===== src/rtl/key_event_ctrl_pkg.sv =====
// Shared types and helpers for the multi-key debounce / event scheduler.
package key_event_ctrl_pkg;

  typedef enum logic [2:0] {
    StIdle  = 3'd0,
    StDebDn = 3'd1,
    StHeld  = 3'd2,
    StLong  = 3'd3,
    StDebUp = 3'd4
  } key_state_e;

  // One counter serves debounce, long-hold and repeat timing, so size it for the largest.
  function automatic int unsigned cnt_width(input int unsigned a, input int unsigned b,
                                            input int unsigned c);
    int unsigned m;
    m = a;
    if (b > m) m = b;
    if (c > m) m = c;
    return $clog2(m + 1);
  endfunction

endpackage


===== src/rtl/key_event_fsm.sv =====
// Per-key debounce FSM: advances only on the shared sample tick and emits registered
// level plus single-cycle press/release/long/repeat pulses.
module key_event_fsm
  import key_event_ctrl_pkg::*;
#(
  parameter int unsigned DB_MS     = 20,
  parameter int unsigned LONG_MS   = 1000,
  parameter int unsigned REPEAT_MS = 200
) (
  input  logic clk,
  input  logic rst_n,
  input  logic smp_tick,
  input  logic s,
  input  logic repeat_en,
  output logic level,
  output logic press_tick,
  output logic release_tick,
  output logic long_tick,
  output logic repeat_tick
);

  localparam int unsigned CW = cnt_width(DB_MS, LONG_MS, REPEAT_MS);
  localparam logic [CW:0] DbCnt   = (CW + 1)'(DB_MS);
  localparam logic [CW:0] LongCnt = (CW + 1)'(LONG_MS);
  localparam logic [CW:0] RepCnt  = (CW + 1)'(REPEAT_MS);
  localparam logic [CW-1:0] CntOne = CW'(1);

  key_state_e state_q, state_d;
  logic [CW-1:0] cnt_q, cnt_d;
  logic [CW:0]   cnt_inc;
  logic lng_q, lng_d;
  logic level_d, press_d, release_d, long_d, repeat_d;

  always_comb begin
    state_d   = state_q;
    cnt_d     = cnt_q;
    lng_d     = lng_q;
    press_d   = 1'b0;
    release_d = 1'b0;
    long_d    = 1'b0;
    repeat_d  = 1'b0;
    cnt_inc   = {1'b0, cnt_q} + {{CW{1'b0}}, 1'b1};

    if (smp_tick) begin
      unique case (state_q)
        StIdle: begin
          if (s) begin
            if (DB_MS == 1) begin
              state_d = StHeld;
              cnt_d   = '0;
              press_d = 1'b1;
            end else begin
              state_d = StDebDn;
              cnt_d   = CntOne;
            end
          end
        end
        StDebDn: begin
          if (!s) begin
            state_d = StIdle;
            cnt_d   = '0;
          end else if (cnt_inc == DbCnt) begin
            state_d = StHeld;
            cnt_d   = '0;
            press_d = 1'b1;
          end else begin
            cnt_d = cnt_inc[CW-1:0];
          end
        end
        StHeld, StLong: begin
          if (!s) begin
            // A single-sample debounce releases immediately instead of via StDebUp.
            if (DB_MS == 1) begin
              state_d   = StIdle;
              cnt_d     = '0;
              release_d = 1'b1;
            end else begin
              state_d = StDebUp;
              cnt_d   = CntOne;
              lng_d   = (state_q == StLong);
            end
          end else if (state_q == StHeld && cnt_inc == LongCnt) begin
            state_d = StLong;
            cnt_d   = '0;
            long_d  = 1'b1;
          end else if (state_q == StLong && cnt_inc == RepCnt) begin
            cnt_d    = '0;
            repeat_d = repeat_en;
          end else begin
            cnt_d = cnt_inc[CW-1:0];
          end
        end
        StDebUp: begin
          if (s) begin
            state_d = lng_q ? StLong : StHeld;
            cnt_d   = '0;
          end else if (cnt_inc == DbCnt) begin
            state_d   = StIdle;
            cnt_d     = '0;
            release_d = 1'b1;
          end else begin
            cnt_d = cnt_inc[CW-1:0];
          end
        end
        default: begin
          state_d = StIdle;
          cnt_d   = '0;
        end
      endcase
    end

    level_d = (state_d == StHeld) || (state_d == StLong) || (state_d == StDebUp);
  end

  always_ff @(posedge clk or negedge rst_n) begin
    if (!rst_n) begin
      state_q      <= StIdle;
      cnt_q        <= '0;
      lng_q        <= 1'b0;
      level        <= 1'b0;
      press_tick   <= 1'b0;
      release_tick <= 1'b0;
      long_tick    <= 1'b0;
      repeat_tick  <= 1'b0;
    end else begin
      state_q      <= state_d;
      cnt_q        <= cnt_d;
      lng_q        <= lng_d;
      level        <= level_d;
      press_tick   <= press_d;
      release_tick <= release_d;
      long_tick    <= long_d;
      repeat_tick  <= repeat_d;
    end
  end

endmodule


===== src/rtl/key_event_ctrl.sv =====
// Multi-key debounce and event scheduler: per-bit synchronizers, one shared sample-tick
// prescaler and one key_event_fsm per key.
module key_event_ctrl
  import key_event_ctrl_pkg::*;
#(
  parameter int unsigned NUM_KEYS  = 4,
  parameter int unsigned TICK_DIV  = 50000,
  parameter int unsigned DB_MS     = 20,
  parameter int unsigned LONG_MS   = 1000,
  parameter int unsigned REPEAT_MS = 200
) (
  input  logic                clk,
  input  logic                rst_n,
  input  logic [NUM_KEYS-1:0] sw,
  input  logic                repeat_en,
  output logic [NUM_KEYS-1:0] db_level,
  output logic [NUM_KEYS-1:0] press_tick,
  output logic [NUM_KEYS-1:0] release_tick,
  output logic [NUM_KEYS-1:0] long_tick,
  output logic [NUM_KEYS-1:0] repeat_tick
);

  localparam int unsigned PW = $clog2(TICK_DIV);
  localparam logic [PW-1:0] PreMax = PW'(TICK_DIV - 1);
  localparam logic [PW-1:0] PreOne = PW'(1);

  logic [PW-1:0]       pre_q;
  logic                smp_tick;
  logic [NUM_KEYS-1:0] sync1_q, sync2_q;

  assign smp_tick = (pre_q == PreMax);

  always_ff @(posedge clk or negedge rst_n) begin
    if (!rst_n) begin
      pre_q   <= '0;
      sync1_q <= '0;
      sync2_q <= '0;
    end else begin
      pre_q   <= smp_tick ? '0 : pre_q + PreOne;
      sync1_q <= sw;
      sync2_q <= sync1_q;
    end
  end

  for (genvar k = 0; k < NUM_KEYS; k++) begin : g_key
    key_event_fsm #(
      .DB_MS    (DB_MS),
      .LONG_MS  (LONG_MS),
      .REPEAT_MS(REPEAT_MS)
    ) u_fsm (
      .clk         (clk),
      .rst_n       (rst_n),
      .smp_tick    (smp_tick),
      .s           (sync2_q[k]),
      .repeat_en   (repeat_en),
      .level       (db_level[k]),
      .press_tick  (press_tick[k]),
      .release_tick(release_tick[k]),
      .long_tick   (long_tick[k]),
      .repeat_tick (repeat_tick[k])
    );
  end

endmodule

===== config.mk =====
export PLATFORM = sky130hd
export DESIGN_NAME = key_event_ctrl
export DESIGN_NICKNAME = d
export VERILOG_FILES = /design/src/rtl/key_event_ctrl_pkg.sv /design/src/rtl/key_event_fsm.sv /design/src/rtl/key_event_ctrl.sv
export SDC_FILE = /design/constraint.sdc
export NUM_CORES = 1
export LEC_CHECK = 0
export ABC_AREA = 0
export CAP_MARGIN = 20
export CORE_ASPECT_RATIO = 1.75
export CORE_UTILIZATION = 40
export CTS_BUF_LIST = sky130_fd_sc_hd__clkbuf_2
export DETAILED_ROUTE_END_ITERATION = 8
export GPL_TIMING_DRIVEN = 0
export PLACE_DENSITY = 0.61
export SLEW_MARGIN = 20
export SYNTH_ARGS = -nofsm -noshare
export SYNTH_HDL_FRONTEND = slang
export SYNTH_SLANG_ARGS = --single-unit

===== constraint.sdc =====
create_clock -name clk -period 3.2 [get_ports clk]
set_input_delay 0.64 -clock clk [delete_from_list [all_inputs] [get_ports clk]]
set_output_delay 0.64 -clock clk [all_outputs]
set_load 0.03 [all_outputs]

==> impl_metrics.py <==
metrics = {
    "drt": {
        "wl_per_cell_um": 16.89,
        "drt-initial-drc-count": 355,
        "wirelength_um": 16850,
        "drt-pass1-iter-count": 5,
        "vias": 6005,
        "postRouteAntennaNets": 0,
        "avgViaCountPerCell": 6.017,
        "drc": 0,
    },
    "logic_synthesis": {
        "synthArstFlopShare_pct": 100.0,
        "synth_edf_count": 0,
        "syn_avg_cell_area_um2": 8.635,
        "yosys.cell_types.count": 76,
        "synth_ff_type": "dfrtp_1",
        "synthesis.nets": 779,
        "ys.warnings.count": 0,
        "ys_seq_area_share_pct": 37.98,
        "synth_area_mm2": 0.006589,
        "ys_ff_latch": 100,
        "syn_inst": 763,
    },
    "setup_path": {
        "cp-end-kind": "flop",
        "cp.required_ps": 3730,
        "cp_max_fo": 10,
        "crit_arrival_ps": 3490,
        "worstSetupPathType": "reg -> reg",
        "worstSetupStartpointType": "flop",
    },
    "timing": {
        "clock.fmax_mhz": 337.5,
        "relSlewSlack_pct": 53.13,
        "finalCritPeriodShare_pct": 92.60,
        "min_period_ps": 2963,
        "worst_pin_slew_ps": 703.0,
        "finalMaxSlewViolations": 0,
        "setup_viol": 0,
        "rsz0062_at_grt": "no",
        "clock_skew_ps": 49.21,
        "hold_violations": 0,
    },
    "cts": {
        "cts_buffer_depth": 2,
        "htreeDepth": 3,
        "cts_sinks": 100,
        "numCtsBuffers": 9,
        "clock_latency_ps": 610,
        "postCtsSetupBuffers": 0,
        "path_clk_slew_ps": 320,
        "cts_tree": "yes",
        "cts-root-buf": "clkbuf_2",
    },
    "finish": {
        "drive_gt1_share_pct": 11.26,
        "final_cell_mix": "dfrtp_1 (100), nand2_1 (70), nor2_1 (51)",
        "syn2layout_area_growth_pct": 10.31,
        "final_common_cell": "dfrtp_1",
        "layout.nets": 819,
        "utilization_pct": 45.35,
        "finalNonFillerCells": 998,
    },
    "pwr": {
        "ir_drop_mv": 0.1378,
        "power_leakage_uw": 0.002925,
        "power_density_mw_per_mm2": 273.4,
    },
    "run_status": {
        "status": "complete, no violations",
    },
    "grt": {
        "overflow": 0,
        "antenna_found_initial": 1,
        "grt_pass1_vias": 5867,
        "grt.total_usage_pct": 20.61,
        "grt_max_degree": 56,
        "grt_pass1_wl_um": 28100,
    },
    "floorplanning": {
        "num_rows": 61,
        "design.die.area_mm2": 0.01701,
        "die_h_um": 171.8,
        "core_area_mm2": 0.01603,
        "fp.dieW_um": 99.02,
        "start_util_pct": 41.11,
        "pin_count": 27,
    },
    "placed_design": {
        "placed_cells": 980,
        "place.gp.congestion": 0.8747,
        "port_buffers": 26,
        "dp_hpwl_um": 12270,
    },
    "run": {
        "max_cap_viol_count": 0,
    },
    "hold_path": {
        "hold_path_class": "reg -> reg",
    },
}
-- worst paths after layout --
| path | start | end | slack (ps) | cells past startpoint |
|---|---|---|---|---|
| max | pre_q[0] | g_key[3].u_fsm.cnt_q[6] | 240 | 10 |
| min | sync1_q[1] | sync2_q[1] | 390 | 0 |
| max reg2reg | pre_q[0] | g_key[3].u_fsm.cnt_q[6] | 240 | 10 |
| min reg2reg | sync1_q[1] | sync2_q[1] | 390 | 0 |
| max in group asynchronous | rst_n | pre_q[6] | 2080 | 3 |
| min in group asynchronous | rst_n | g_key[3].u_fsm.state_q[1] | 480 | 2 |
-- cell families after synthesis --
kind of cell	share of synthesized area, %
fa+ha+maj	1.709
flops	37.98
xor+xnor	3.456
simple gates	24.55
mux	1.272
buf+inv	7.653
compound gates	23.38
-- synth_stat cells, types with 4 or more instances --
master | count | area [um^2]
ha_1 | 9 | 112.6
inv_1 | 24 | 90.09
buf_4 | 29 | 217.7
o211ai_1 | 12 | 90.09
clkbuf_1 | 24 | 90.09
buf_1 | 4 | 15.01
nand2_1 | 70 | 262.8
and4_1 | 10 | 87.58
o2111ai_1 | 4 | 35.03
a221o_1 | 5 | 50.05
nor4_1 | 8 | 50.05
nor2b_1 | 6 | 37.54
o41ai_1 | 7 | 61.31
a21o_1 | 9 | 67.56
and2_1 | 9 | 56.30
or3_1 | 8 | 50.05
o21a_1 | 7 | 52.55
nor3_1 | 31 | 155.2
nand3_1 | 27 | 135.1
o31ai_1 | 18 | 135.1
nor2_1 | 51 | 191.4
a211oi_1 | 7 | 52.55
a21oi_1 | 39 | 195.2
a21boi_0 | 5 | 37.54
a31oi_1 | 25 | 156.4
xor2_1 | 16 | 140.1
o21ai_0 | 39 | 195.2
xnor2_1 | 10 | 87.58
mux2i_1 | 5 | 50.05
nand2b_1 | 16 | 100.1
or4_1 | 5 | 37.54
nand4_1 | 11 | 68.82
dfrtp_1 | 100 | 2502
buf_2 | 14 | 70.07
a22o_1 | 4 | 35.03
o221ai_1 | 9 | 78.83
and3_1 | 23 | 143.9
-- registers in the layout, summed over array words and instances (netlist names) --
signal / count
g_key.u_fsm.cnt_q: 40
g_key.u_fsm.level: 4
g_key.u_fsm.lng_q: 4
g_key.u_fsm.long_tick: 4
g_key.u_fsm.press_tick: 4
g_key.u_fsm.release_tick: 4
g_key.u_fsm.repeat_tick: 4
g_key.u_fsm.state_q: 12
pre_q: 16
sync1_q: 4
sync2_q: 4
-- critical path, stage by stage (launching register included) --
cell and delay (ps):
dfrtp_1 450, ha_1 190, and3_1 160, clkbuf_1 210
and4_1 210, buf_4 180, buf_2 270, clkbuf_2 340
buf_1 510, o211ai_1 200, o211ai_1 160
-- per-layer routing --
| metal | wire [um] | vias up | track usage [%] | share of wire [%] |
|---|---|---|---|---|
| met4 | 561 | 0 | 9.994 | 3.3 |
| met5 | 0 | - | 0 | 0 |
| met2 | 8776 | 142 | 38.28 | 52 |
| li1 | - | 2902 | - | - |
| met3 | 609 | 41 | 2.966 | 3.6 |
| met1 | 6907 | 2920 | 22.76 | 41 |
-- through the flow --
| stage | setup TNS (ps) | setup WS [ps] | hold WS (ps) | instance area, um^2 | power, uW |
|---|---|---|---|---|---|
| 2_1_floorplan | 0 | 630.7 | 331.2 | 6589 | 1310 |
| 3_3_place_gp | -247630 | -2486 | 332.9 | 7086 | 1350 |
| 3_5_place_dp | -400.5 | -105.4 | 340.3 | 7129 | 1356 |
| 4_1_cts | 0 | 31.12 | 342.5 | 7259 | 2038 |
| 5_1_grt | 0 | 50.93 | 338.5 | 7268 | 2086 |
| 6_report | 0 | 236.8 | 392.2 | 7268 | 1987 |
-- what timing repair did --
action / CTS / global route
resized for setup: 1 / 4
pin swaps: 0 / 0
endpoints found under the hold margin: 45 / 0
setup endpoints to repair: 9 / 14
hold buffers: 1 / 0
-- report_power, final --
part	leakage, uW	switching [uW]	internal [uW]	total (uW)
Sequential	0.00136	2.21	1270	1270
Combinational	0.00149	42.7	16.4	59.2
Clock	0.0000747	465	188	653
-- area by class of cell --
type / count / area, um^2
fillers: 1583 / 8760
plain buffers: 74 / 417.9
flip-flops and latches: 100 / 2502
clock inverters: 7 / 73.82
multi-input cells: 565 / 3593
inverters: 24 / 90.09
diodes: 1 / 2.502
repair buffers: 29 / 306.5
well taps: 189 / 236.5
clock buffers: 9 / 45.04
No activity file was read; power rests on OpenSTA's default activity.
